`src/rtl/proc_ctrl_pkg.sv`:
```
// Shared definitions for the multicycle processor control unit:
// opcodes, bus-source select codes and the control state encoding.
package proc_ctrl_pkg;

    // Instruction opcodes held in ir[15:12]; every other value decodes as a NOP.
    localparam logic [3:0] OP_MV  = 4'b0000;
    localparam logic [3:0] OP_MVI = 4'b0001;
    localparam logic [3:0] OP_ADD = 4'b0010;
    localparam logic [3:0] OP_SUB = 4'b0011;

    // Bus multiplexer source codes.
    localparam logic [3:0] SEL_IR = 4'b0000;
    localparam logic [3:0] SEL_R0 = 4'b0001;
    localparam logic [3:0] SEL_R1 = 4'b0010;
    localparam logic [3:0] SEL_R2 = 4'b0011;
    localparam logic [3:0] SEL_R3 = 4'b0100;
    localparam logic [3:0] SEL_R4 = 4'b0101;
    localparam logic [3:0] SEL_R5 = 4'b0110;
    localparam logic [3:0] SEL_R6 = 4'b0111;
    localparam logic [3:0] SEL_R7 = 4'b1000;
    localparam logic [3:0] SEL_G  = 4'b1001;
    localparam logic [3:0] SEL_RX = 4'b1011;
    localparam logic [3:0] SEL_RY = 4'b1100;

    // Register index that the bus mux cannot reach through its indirect path.
    localparam logic [2:0] IDX_DIRECT_ONLY = 3'd7;

    // Control sequence states: IDLE fetches, T1 decodes, T2/T3 execute.
    typedef enum logic [1:0] {
        IDLE = 2'b00,
        T1   = 2'b01,
        T2   = 2'b10,
        T3   = 2'b11
    } state_t;

    // True for the two ALU instructions that share the A/G sequence.
    function automatic logic is_alu_op(input logic [3:0] op);
        is_alu_op = (op == OP_ADD) || (op == OP_SUB);
    endfunction

endpackage

```
`src/rtl/proc_ctrl_if.sv`:
```
// Control-unit boundary: instruction word and run request in,
// bus source select and destination load enables out.
interface proc_ctrl_if #(
    parameter int IR_W = 16,
    parameter int NREG = 8
);
    logic            run;
    logic [IR_W-1:0] ir;
    logic [3:0]      select;
    logic [3:0]      rx;
    logic [3:0]      ry;
    logic [NREG-1:0] r_in;
    logic            a_in;
    logic            g_in;
    logic            addsub;
    logic            ir_in;
    logic            done;

    // Controller side.
    modport master (
        input  run,
        input  ir,
        output select,
        output rx,
        output ry,
        output r_in,
        output a_in,
        output g_in,
        output addsub,
        output ir_in,
        output done
    );

    // Datapath side (bus mux, register file, IR).
    modport slave (
        output run,
        output ir,
        input  select,
        input  rx,
        input  ry,
        input  r_in,
        input  a_in,
        input  g_in,
        input  addsub,
        input  ir_in,
        input  done
    );
endinterface

```
`src/rtl/proc_ctrl_sel_encode.sv`:
```
// Maps a register index plus "which instruction field it came from" to the
// bus-mux source code. Indices 0-6 go through the mux's indirect Rx/Ry path;
// index 7 has no indirect case in the mux and so always uses its direct code.
module sel_encode
    import proc_ctrl_pkg::*;
(
    input  logic [2:0] index,
    input  logic       field_is_rx,
    output logic [3:0] select
);

    // Source code selection with the R7 direct-code override.
    always_comb begin
        select = SEL_IR;
        if (index == IDX_DIRECT_ONLY) begin
            select = SEL_R7;
        end else if (field_is_rx) begin
            select = SEL_RX;
        end else begin
            select = SEL_RY;
        end
    end

endmodule

```
`src/rtl/proc_ctrl_fsm.sv`:
```
// Multicycle control unit for the simple 16-bit processor. Fetches into IR,
// decodes mv / mvi / add / sub and sequences bus source selects and
// destination load enables. Outputs are decoded from the state, the
// latched instruction fields and, in T1 only, the live IR contents.
module proc_ctrl_fsm
    import proc_ctrl_pkg::*;
#(
    parameter int IR_W = 16,
    parameter int NREG = 8
) (
    input  logic        clock,
    input  logic        reset,
    proc_ctrl_if.master bus
);

    state_t          state_r;
    state_t          state_nxt_s;
    logic [3:0]      op_r;
    logic [2:0]      rx_r;
    logic [2:0]      ry_r;

    logic [3:0]      ir_op_s;
    logic [2:0]      ir_rx_s;
    logic [2:0]      ir_ry_s;
    logic            unused_ir_s;

    logic [3:0]      cur_op_s;
    logic [2:0]      cur_rx_s;
    logic [2:0]      cur_ry_s;
    logic [3:0]      sel_rx_s;
    logic [3:0]      sel_ry_s;

    logic [3:0]      select_s;
    logic [NREG-1:0] r_in_s;
    logic            a_in_s;
    logic            g_in_s;
    logic            addsub_s;
    logic            ir_in_s;
    logic            done_s;

    // One-hot load enable for general register idx.
    function automatic logic [NREG-1:0] reg_load(input logic [2:0] idx);
        reg_load = NREG'(1) << idx;
    endfunction

    assign ir_op_s     = bus.ir[IR_W-1 -: 4];
    assign ir_rx_s     = bus.ir[IR_W-5 -: 3];
    assign ir_ry_s     = bus.ir[IR_W-8 -: 3];
    assign unused_ir_s = ^bus.ir[IR_W-11:0];

    // In T1 the fields come straight from IR; afterwards IR may already hold
    // an immediate word, so the latched copies are used instead.
    always_comb begin
        cur_op_s = op_r;
        cur_rx_s = rx_r;
        cur_ry_s = ry_r;
        if (state_r == T1) begin
            cur_op_s = ir_op_s;
            cur_rx_s = ir_rx_s;
            cur_ry_s = ir_ry_s;
        end else begin
            cur_op_s = op_r;
            cur_rx_s = rx_r;
            cur_ry_s = ry_r;
        end
    end

    sel_encode u_sel_rx (
        .index       (cur_rx_s),
        .field_is_rx (1'b1),
        .select      (sel_rx_s)
    );

    sel_encode u_sel_ry (
        .index       (cur_ry_s),
        .field_is_rx (1'b0),
        .select      (sel_ry_s)
    );

    // State register and decode-time capture of opcode and register fields.
    always_ff @(posedge clock) begin
        if (reset) begin
            state_r <= IDLE;
            op_r    <= 4'd0;
            rx_r    <= 3'd0;
            ry_r    <= 3'd0;
        end else begin
            state_r <= state_nxt_s;
            if (state_r == T1) begin
                op_r <= ir_op_s;
                rx_r <= ir_rx_s;
                ry_r <= ir_ry_s;
            end
        end
    end

    // Next-state sequencing and per-state control decode.
    always_comb begin
        state_nxt_s = state_r;
        select_s    = SEL_IR;
        r_in_s      = '0;
        a_in_s      = 1'b0;
        g_in_s      = 1'b0;
        addsub_s    = 1'b0;
        ir_in_s     = 1'b0;
        done_s      = 1'b0;

        case (state_r)
            IDLE: begin
                // A fetch is never announced while reset holds the FSM in IDLE.
                if (bus.run && !reset) begin
                    ir_in_s     = 1'b1;
                    state_nxt_s = T1;
                end else begin
                    state_nxt_s = IDLE;
                end
            end

            T1: begin
                case (cur_op_s)
                    OP_MV: begin
                        select_s    = sel_ry_s;
                        r_in_s      = reg_load(cur_rx_s);
                        done_s      = 1'b1;
                        state_nxt_s = IDLE;
                    end
                    OP_MVI: begin
                        ir_in_s     = 1'b1;
                        state_nxt_s = T2;
                    end
                    OP_ADD, OP_SUB: begin
                        select_s    = sel_rx_s;
                        a_in_s      = 1'b1;
                        state_nxt_s = T2;
                    end
                    default: begin
                        done_s      = 1'b1;
                        state_nxt_s = IDLE;
                    end
                endcase
            end

            T2: begin
                if (cur_op_s == OP_MVI) begin
                    select_s    = SEL_IR;
                    r_in_s      = reg_load(cur_rx_s);
                    done_s      = 1'b1;
                    state_nxt_s = IDLE;
                end else if (is_alu_op(cur_op_s)) begin
                    select_s    = sel_ry_s;
                    g_in_s      = 1'b1;
                    addsub_s    = (cur_op_s == OP_SUB);
                    state_nxt_s = T3;
                end else begin
                    // Only mvi/add/sub ever reach T2; recover quietly otherwise.
                    state_nxt_s = IDLE;
                end
            end

            T3: begin
                select_s    = SEL_G;
                r_in_s      = reg_load(cur_rx_s);
                done_s      = 1'b1;
                state_nxt_s = IDLE;
            end

            default: begin
                state_nxt_s = IDLE;
            end
        endcase
    end

    assign bus.select = select_s;
    assign bus.rx     = {1'b0, cur_rx_s};
    assign bus.ry     = {1'b0, cur_ry_s};
    assign bus.r_in   = r_in_s;
    assign bus.a_in   = a_in_s;
    assign bus.g_in   = g_in_s;
    assign bus.addsub = addsub_s;
    assign bus.ir_in  = ir_in_s;
    assign bus.done   = done_s;

endmodule

```
`src/flat_wrapper.sv`:
```
// flat-port wrapper written by rule: the top's interface ports become plain ports
module proc_ctrl_fsm_flat import proc_ctrl_pkg::*;
#(
    parameter int IR_W = 16,
    parameter int NREG = 8
)
  (clock, reset, bus_run, bus_ir, bus_select, bus_rx, bus_ry, bus_r_in, bus_a_in, bus_g_in, bus_addsub, bus_ir_in, bus_done);
  proc_ctrl_if #(.IR_W(IR_W), .NREG(NREG)) bus_i ();
  input  logic clock;
  input  logic reset;
  input wire logic [$bits(bus_i.run)-1:0] bus_run;
  input wire logic [$bits(bus_i.ir)-1:0] bus_ir;
  output wire logic [$bits(bus_i.select)-1:0] bus_select;
  output wire logic [$bits(bus_i.rx)-1:0] bus_rx;
  output wire logic [$bits(bus_i.ry)-1:0] bus_ry;
  output wire logic [$bits(bus_i.r_in)-1:0] bus_r_in;
  output wire logic [$bits(bus_i.a_in)-1:0] bus_a_in;
  output wire logic [$bits(bus_i.g_in)-1:0] bus_g_in;
  output wire logic [$bits(bus_i.addsub)-1:0] bus_addsub;
  output wire logic [$bits(bus_i.ir_in)-1:0] bus_ir_in;
  output wire logic [$bits(bus_i.done)-1:0] bus_done;
  assign bus_i.run = bus_run;
  assign bus_i.ir = bus_ir;
  assign bus_select = bus_i.select;
  assign bus_rx = bus_i.rx;
  assign bus_ry = bus_i.ry;
  assign bus_r_in = bus_i.r_in;
  assign bus_a_in = bus_i.a_in;
  assign bus_g_in = bus_i.g_in;
  assign bus_addsub = bus_i.addsub;
  assign bus_ir_in = bus_i.ir_in;
  assign bus_done = bus_i.done;
  proc_ctrl_fsm #(.IR_W(IR_W), .NREG(NREG)) u_core (.clock(clock), .reset(reset), .bus(bus_i));
endmodule
```
`config.mk`:
```
export PLATFORM = sky130hd
export DESIGN_NAME = proc_ctrl_fsm_flat
export DESIGN_NICKNAME = d
export VERILOG_FILES = /design/src/rtl/proc_ctrl_pkg.sv /design/src/rtl/proc_ctrl_if.sv /design/src/rtl/proc_ctrl_sel_encode.sv /design/src/rtl/proc_ctrl_fsm.sv /design/src/flat_wrapper.sv
export SDC_FILE = /design/constraint.sdc
export NUM_CORES = 1
export LEC_CHECK = 0
export CORE_MARGIN = 10
export CORE_UTILIZATION = 38
export DETAILED_ROUTE_END_ITERATION = 16
export PLACE_DENSITY = 0.89
export SLEW_MARGIN = 40
export SYNTH_ARGS = -nofsm -noshare
export SYNTH_HDL_FRONTEND = slang
export SYNTH_SLANG_ARGS = --single-unit
export TNS_END_PERCENT = 100
```
`constraint.sdc`:
```
create_clock -name clock -period 2.25 [get_ports clock]
set_input_delay 0.5625 -clock clock [delete_from_list [all_inputs] [get_ports clock]]
set_output_delay 0.5625 -clock clock [all_outputs]
set_load 0.03 [all_outputs]
```
Word-level counts from Yosys, hierarchy flattened

Index checks and enable logic that the tools add are counted.

Flip-flop bits (word level): 12
Input bits: 19
Logic and storage cells: 50

Equality and inequality tests: 8
Reductions and logical operators: 7
Shift operators: 1
Muxes and demuxes: 30

Operators with widths:

| cell                  | count |
|---|---|
| $pmux W8 S3           | 1 |
| $mux W8               | 2 |
| $mux W1               | 12 |
| $mux W4               | 3 |
| $pmux W4 S3           | 1 |
| $mux W3               | 3 |
| $eq A4 B2 Y1 const B  | 2 |
| $mux W2               | 4 |
| $pmux W2 S4           | 1 |
| $pmux W4 S2           | 1 |
| $shl A1 B3 Y8 const A | 1 |
| $eq A3 B3 Y1 const B  | 2 |
| $eq A2 B2 Y1 const B  | 2 |
| $eq A4 B1 Y1 const B  | 1 |
| $logic_not A4 Y1      | 1 |
| $pmux W1 S3           | 1 |
| $reduce_or A3 Y1      | 1 |
| $eq A2 B1 Y1 const B  | 1 |
| $logic_not A2 Y1      | 1 |
| $pmux W1 S2           | 1 |
| $reduce_or A2 Y1      | 1 |
| $logic_and A1 B1 Y1   | 1 |
| $logic_not A1 Y1      | 1 |
| $logic_or A1 B1 Y1    | 1 |

Logic depth before layout (Yosys ltp)

Depth in word-level cells: 7
Depth in mapped cells: 6
Depth with buffers taken out: 4

By module

Synthesis repeated with hierarchy kept, for this count alone.

Cell total of the unflattened synthesis: 120
Area, all modules: 908.4 um^2

By module, submodules not included:

| module        | times used | cells each | area an instance (um^2) | seq. area each (um^2) |
|---|---|---|---|---|
| proc_ctrl_fsm | 1          | 108        | 838.3                   | 240.2 |
| sel_encode    | 2          | 6          | 35.0                    | 0.0 |

Worst setup path after synthesis

No wires, ideal clock.

Kind: reg-to-output
Start: reg u_core.state_r[0]
End: out bus_select[0]
Arrival time: 1.826 ns
Stages on the path, launching flop included: 6
Setup slack: -0.138 ns
Data required time: 1.688 ns
Path through: dfxtp_1 nor2b_1 buf_2 mux2i_1 nor3_1 o31ai_1

Word-level cells in the longest chain between the ends: 7

Ends and longest elaborated chain:

| what                     | line                                      | source |
|---|---|---|
| start: declaration       | proc_ctrl_fsm.sv:16                       | `state_t state_r;` |
| start signal: assignment | proc_ctrl_fsm.sv:88                       | `state_r <= state_nxt_s;` |
| $eq A2 B1 Y1             | proc_ctrl_fsm.sv:57, proc_ctrl_fsm.sv:108 |  |
| $mux W4                  | -                                         |  |
| $eq A4 B2 Y1             | proc_ctrl_pkg.sv:38, proc_ctrl_fsm.sv:120 |  |
| $logic_or A1 B1 Y1       | proc_ctrl_pkg.sv:38                       | `is_alu_op = (op == OP_ADD) \|\| (op == OP_SUB);` |
| $mux W4                  | proc_ctrl_fsm.sv:149                      | `end else if (is_alu_op(cur_op_s)) begin` |
| $mux W4                  | proc_ctrl_fsm.sv:144                      | `if (cur_op_s == OP_MVI) begin` |
| $pmux W4 S3 *            | proc_ctrl_fsm.sv:108                      | `case (state_r)` |
| end: declaration         | flat_wrapper.sv:13                        | `output wire logic [$bits(bus_i.select)-1:0] bus_select;` |

Every way passes the cells marked *; elsewhere a longest branch is shown, timed or not.

Final worst setup path

Start: in bus_ir[12]
End: out bus_r_in[2]

Word-level cells in the longest chain between the ends: 4

Ends and longest elaborated chain:

| what                                             | line                                       | source |
|---|---|---|
| start: declaration                               | flat_wrapper.sv:12                         | `input wire logic [$bits(bus_i.ir)-1:0] bus_ir;` |
| $mux W4 *                                        | -                                          |  |
| $eq A4 B1 Y1 or $logic_not A4 Y1 (tied branches) | proc_ctrl_fsm.sv:144, proc_ctrl_fsm.sv:120 |  |
| $mux W8 (on tied branches)                       | proc_ctrl_fsm.sv:144, proc_ctrl_fsm.sv:120 |  |
| $pmux W8 S3 *                                    | proc_ctrl_fsm.sv:108                       |  |
| end: declaration                                 | flat_wrapper.sv:16                         | `output wire logic [$bits(bus_i.r_in)-1:0] bus_r_in;` |

Marked as above.

==> impl_metrics.prom <==
# TYPE chip_impl_metric gauge
chip_impl_metric{name="gp_routability_congestion",unit=""} 0.850
chip_impl_metric{name="diodes",unit=""} 0
chip_impl_metric{name="dr.pass1.iters",unit=""} 4
chip_impl_metric{name="crit_path_max_fanout",unit=""} 8
chip_impl_metric{name="grt_first_pass_wirelength",unit="um"} 5850
chip_impl_metric{name="boundaryPins",unit=""} 44
chip_impl_metric{name="yosysWarnings",unit=""} 0
chip_impl_metric{name="die_w",unit="um"} 66.8
chip_impl_metric{name="yosys.area_share.adder",unit="%"} 0
chip_impl_metric{name="synthToLayoutAreaGrowth",unit="%"} 105
chip_impl_info{name="crit_chain",value="dlygate4sd2_1, buf_6, nor2_4, nand2_2, o211a_4, nor3b_2, buf_4"} 1
chip_impl_metric{name="post-layout-total-power",unit="uW"} 692
chip_impl_info{name="synthTopCellsByArea",value="sky130_fd_sc_hd__dfxtp_1 (29%), sky130_fd_sc_hd__nand2_1 (10%), sky130_fd_sc_hd__a21oi_1 (6.0%)"} 1
chip_impl_metric{name="crit_arrival",unit="ns"} 1.84
chip_impl_metric{name="die_area",unit="mm^2"} 0.00446
chip_impl_metric{name="worstHoldPathCells",unit=""} 2
chip_impl_metric{name="cts.sinks",unit=""} 12
chip_impl_metric{name="first_iter_violations",unit=""} 103
chip_impl_metric{name="ant_nets_after_route",unit=""} 0
chip_impl_info{name="synthFlopType",value="sky130_fd_sc_hd__dfxtp_1"} 1
chip_impl_metric{name="worst_r2r_setup_slack",unit="ns"} 0.90
chip_impl_metric{name="dr_vias_cell",unit=""} 5.65
chip_impl_metric{name="drive_gt1_share",unit="%"} 55.3
chip_impl_info{name="setup_repair_after_global_routing_missed_its_margin",value="yes"} 1
chip_impl_metric{name="drt_wl_total",unit="um"} 4230
chip_impl_metric{name="finish.net_count",unit=""} 209
chip_impl_metric{name="vias",unit=""} 1215
chip_impl_metric{name="reg2regPathDepth",unit=""} 6
chip_impl_metric{name="row_count",unit=""} 16
chip_impl_metric{name="setup_slack",unit="ns"} -0.151
chip_impl_metric{name="clock_path_buffers",unit=""} 2
chip_impl_metric{name="multi_input_area",unit="um^2"} 718
chip_impl_metric{name="period_needed",unit="ns"} 2.40
chip_impl_info{name="worst_r2r_startpoint",value="u_core.state_r[0]"} 1
chip_impl_info{name="timing.critical_path.slowest_stage_cell",value="sky130_fd_sc_hd__o211a_4"} 1
chip_impl_metric{name="cap_viol_max_count",unit=""} 0
chip_impl_metric{name="power_density",unit="mW/mm^2"} 407
chip_impl_metric{name="fp.dieH",unit="um"} 66.8
chip_impl_metric{name="fin_skew",unit="ns"} 0.00135
chip_impl_info{name="critPathKind",value="primary input to primary output"} 1
chip_impl_metric{name="critical-path-max-stage-delay",unit="ns"} 0.31
chip_impl_metric{name="skew_pair_late_insertion_delay",unit="ns"} 0.28
chip_impl_metric{name="postLayoutCoreUtil",unit="%"} 84.2
chip_impl_info{name="layout.cells.most_common",value="sky130_fd_sc_hd__buf_4"} 1
chip_impl_metric{name="postSynthCellCount",unit=""} 117
chip_impl_metric{name="worst-endpoint-required",unit="ns"} 1.69
chip_impl_metric{name="synth_edf_count",unit=""} 0
chip_impl_metric{name="instances_no_fill",unit=""} 215
chip_impl_metric{name="io_buffers",unit=""} 35
chip_impl_metric{name="setup_tns",unit="ns"} -1.22
chip_impl_metric{name="yosysSeqAreaShare",unit="%"} 28.9
chip_impl_metric{name="grt_max_degree",unit=""} 13
chip_impl_info{name="reg2reg_to",value="u_core.rx_r[2]"} 1
chip_impl_info{name="cts_root_buffer",value="sky130_fd_sc_hd__clkbuf_4"} 1
chip_impl_metric{name="synth_compound_gate_area_share",unit="%"} 16.7
chip_impl_metric{name="synth_cell_types",unit=""} 30
chip_impl_metric{name="place.detailed.instances",unit=""} 191
chip_impl_info{name="synth_top_family_by_area",value="simple AND/OR/NAND/NOR gates"} 1
chip_impl_info{name="synth_largest_area_cell",value="sky130_fd_sc_hd__dfxtp_1"} 1
chip_impl_metric{name="netlist_area",unit="um^2"} 832
chip_impl_info{name="final_cell_mix",value="sky130_fd_sc_hd__buf_4 (42), sky130_fd_sc_hd__nand2_1 (19), sky130_fd_sc_hd__buf_6 (17)"} 1
chip_impl_metric{name="netlist.area_leader.share",unit="%"} 28.9
chip_impl_metric{name="drc",unit=""} 0
chip_impl_metric{name="path_clk_slew",unit="ns"} 0.07
chip_impl_info{name="critPathLaunchType",value="primary input"} 1
chip_impl_info{name="timing.hold.worst_endpoint",value="u_core.op_r[2]"} 1
chip_impl_metric{name="leakage_component_of_the_power",unit="nW"} 0.760
chip_impl_metric{name="synth-seq-cells",unit=""} 12
chip_impl_metric{name="report.final.slew_viol_count",unit=""} 0
chip_impl_info{name="worstSetupEndpointType",value="primary output"} 1
chip_impl_metric{name="avgRoutedWirePerCell",unit="um"} 19.7
chip_impl_metric{name="post_detailed_placement_half_perimeter_wirelength",unit="um"} 2230
chip_impl_metric{name="synthSimpleGateAreaFrac",unit="%"} 36.2
chip_impl_metric{name="number_of_antenna_violations_at_the_first_check_in_global_routing",unit=""} 0
chip_impl_info{name="violations",value="setup timing"} 1
chip_impl_info{name="hp-start",value="u_core.op_r[2]"} 1
chip_impl_metric{name="cts_max_level",unit=""} 1
chip_impl_info{name="cts_tree",value="done"} 1
chip_impl_info{name="holdCritPathClass",value="register to register"} 1
chip_impl_metric{name="core-area",unit="mm^2"} 0.00202
chip_impl_metric{name="irDropWorstVdd",unit="V"} 0.000309
chip_impl_metric{name="final_period_utilization",unit="%"} 107
chip_impl_metric{name="yosys.area_share.xor_xnor",unit="%"} 0
chip_impl_metric{name="grt_overall_usage",unit="%"} 16.4
chip_impl_metric{name="start_util",unit="%"} 41.2
chip_impl_metric{name="synth_mux_area_share",unit="%"} 9.17
chip_impl_metric{name="grt_pass1_vias",unit=""} 1210
chip_impl_metric{name="grt-ovfl-total",unit=""} 0
chip_impl_metric{name="register_area",unit="um^2"} 245
chip_impl_metric{name="synth.avg_cell_area",unit="um^2"} 7.11
chip_impl_metric{name="achievable-frequency",unit="MHz"} 416
chip_impl_metric{name="finalSetupViolCount",unit=""} 13
chip_impl_metric{name="async_reset_ff_share",unit="%"} 0
chip_impl_metric{name="cts_buffers",unit=""} 3
chip_impl_metric{name="n_fill_cell",unit=""} 96
chip_impl_info{name="outcome",value="finished, violations left"} 1
chip_impl_metric{name="finalHoldViolCount",unit=""} 0
==> registers in the layout, summed over array words and instances, names as in the netlist <==
register        count
u_core.op_r         4
u_core.rx_r         3
u_core.ry_r         3
u_core.state_r      2
==> critical path: cells and delay by family <==
| kind | cells | cell delay, ns |
|---|---|---|
| buf+inv | 3 | 0.57 |
| compound gates | 1 | 0.31 |
| simple gates | 3 | 0.39 |
==> metrics by stage <==
step | instance area [um^2] | hold slack (ns) | setup slack (ns)
2_1_floorplan | 846 | 0.431 | 0.0248
3_3_place_gp | 1280 | 0.444 | -0.505
3_5_place_dp | 1280 | 0.456 | -0.520
4_1_cts | 1630 | 0.466 | -0.0904
5_1_grt | 1700 | 0.486 | -0.208
6_report | 1700 | 0.469 | -0.151
==> repair_timing <==
action	in CTS	in global routing
resized for setup	65	22
setup buffers	20	2
hold buffers	0	0
pin swaps	10	2
gates cloned	1	0
setup endpoints to repair	18	18
==> how the worst max path moves through the flow <==
stage          slack (ns)               from     endpoint
6_report            -0.15         bus_ir[12]  bus_r_in[2]
5_1_grt             -0.21  u_core.state_r[0]     bus_done
4_1_cts             -0.09  u_core.state_r[0]  bus_r_in[7]
3_5_place_dp        -0.52         bus_ir[12]    bus_ir_in
3_3_place_gp        -0.51         bus_ir[12]    bus_ir_in
2_1_floorplan        0.02         bus_ir[14]     bus_done
==> cell families after synthesis <==
family / Yosys count
buffers and inverters: 15
DFF: 12
other: 1
AOI/OAI and AO/OA: 22
muxes: 7
and+or+nand+nor: 60
==> synth_stat cells, types with 2 or more instances <==
master and n:
sky130_fd_sc_hd__nand2_1 23, sky130_fd_sc_hd__nor2_1 13, sky130_fd_sc_hd__dfxtp_1 12, sky130_fd_sc_hd__a21oi_1 10, sky130_fd_sc_hd__inv_1 7, sky130_fd_sc_hd__nand3_1 6
sky130_fd_sc_hd__o21ai_0 5, sky130_fd_sc_hd__mux2i_1 4, sky130_fd_sc_hd__nor3b_2 4, sky130_fd_sc_hd__buf_2 3, sky130_fd_sc_hd__buf_4 3, sky130_fd_sc_hd__nand2b_1 3
sky130_fd_sc_hd__nor2b_1 3, sky130_fd_sc_hd__nor3_1 3, sky130_fd_sc_hd__clkbuf_1 2, sky130_fd_sc_hd__mux2_2 2
==> metal layers <==
metal	global-route usage (%)	up-vias	routed length (um)
met3	4.01	17	364
met4	6.54	0	120
li1	-	539	-
met1	18.3	590	1610
met5	0	-	0
met2	28.8	69	2140
==> cell type report <==
class                           count  area share (%)
Multi-Input combinational cell     91            42.2
Sequential cell                    12            14.4
Tap cell                           27            1.98
Clock buffer                        3            1.32
Inverter                            7            1.54
Timing Repair Buffer               75            38.6
==> report_power, final <==
group | switching [mW] | internal [mW] | leakage (nW)
combinational | 0.165 | 0.156 | 0.647
sequential | 0.0118 | 0.223 | 0.0991
clock | 0.0751 | 0.0621 | 0.0138
Note: power is estimated with default switching activity, not from simulation.
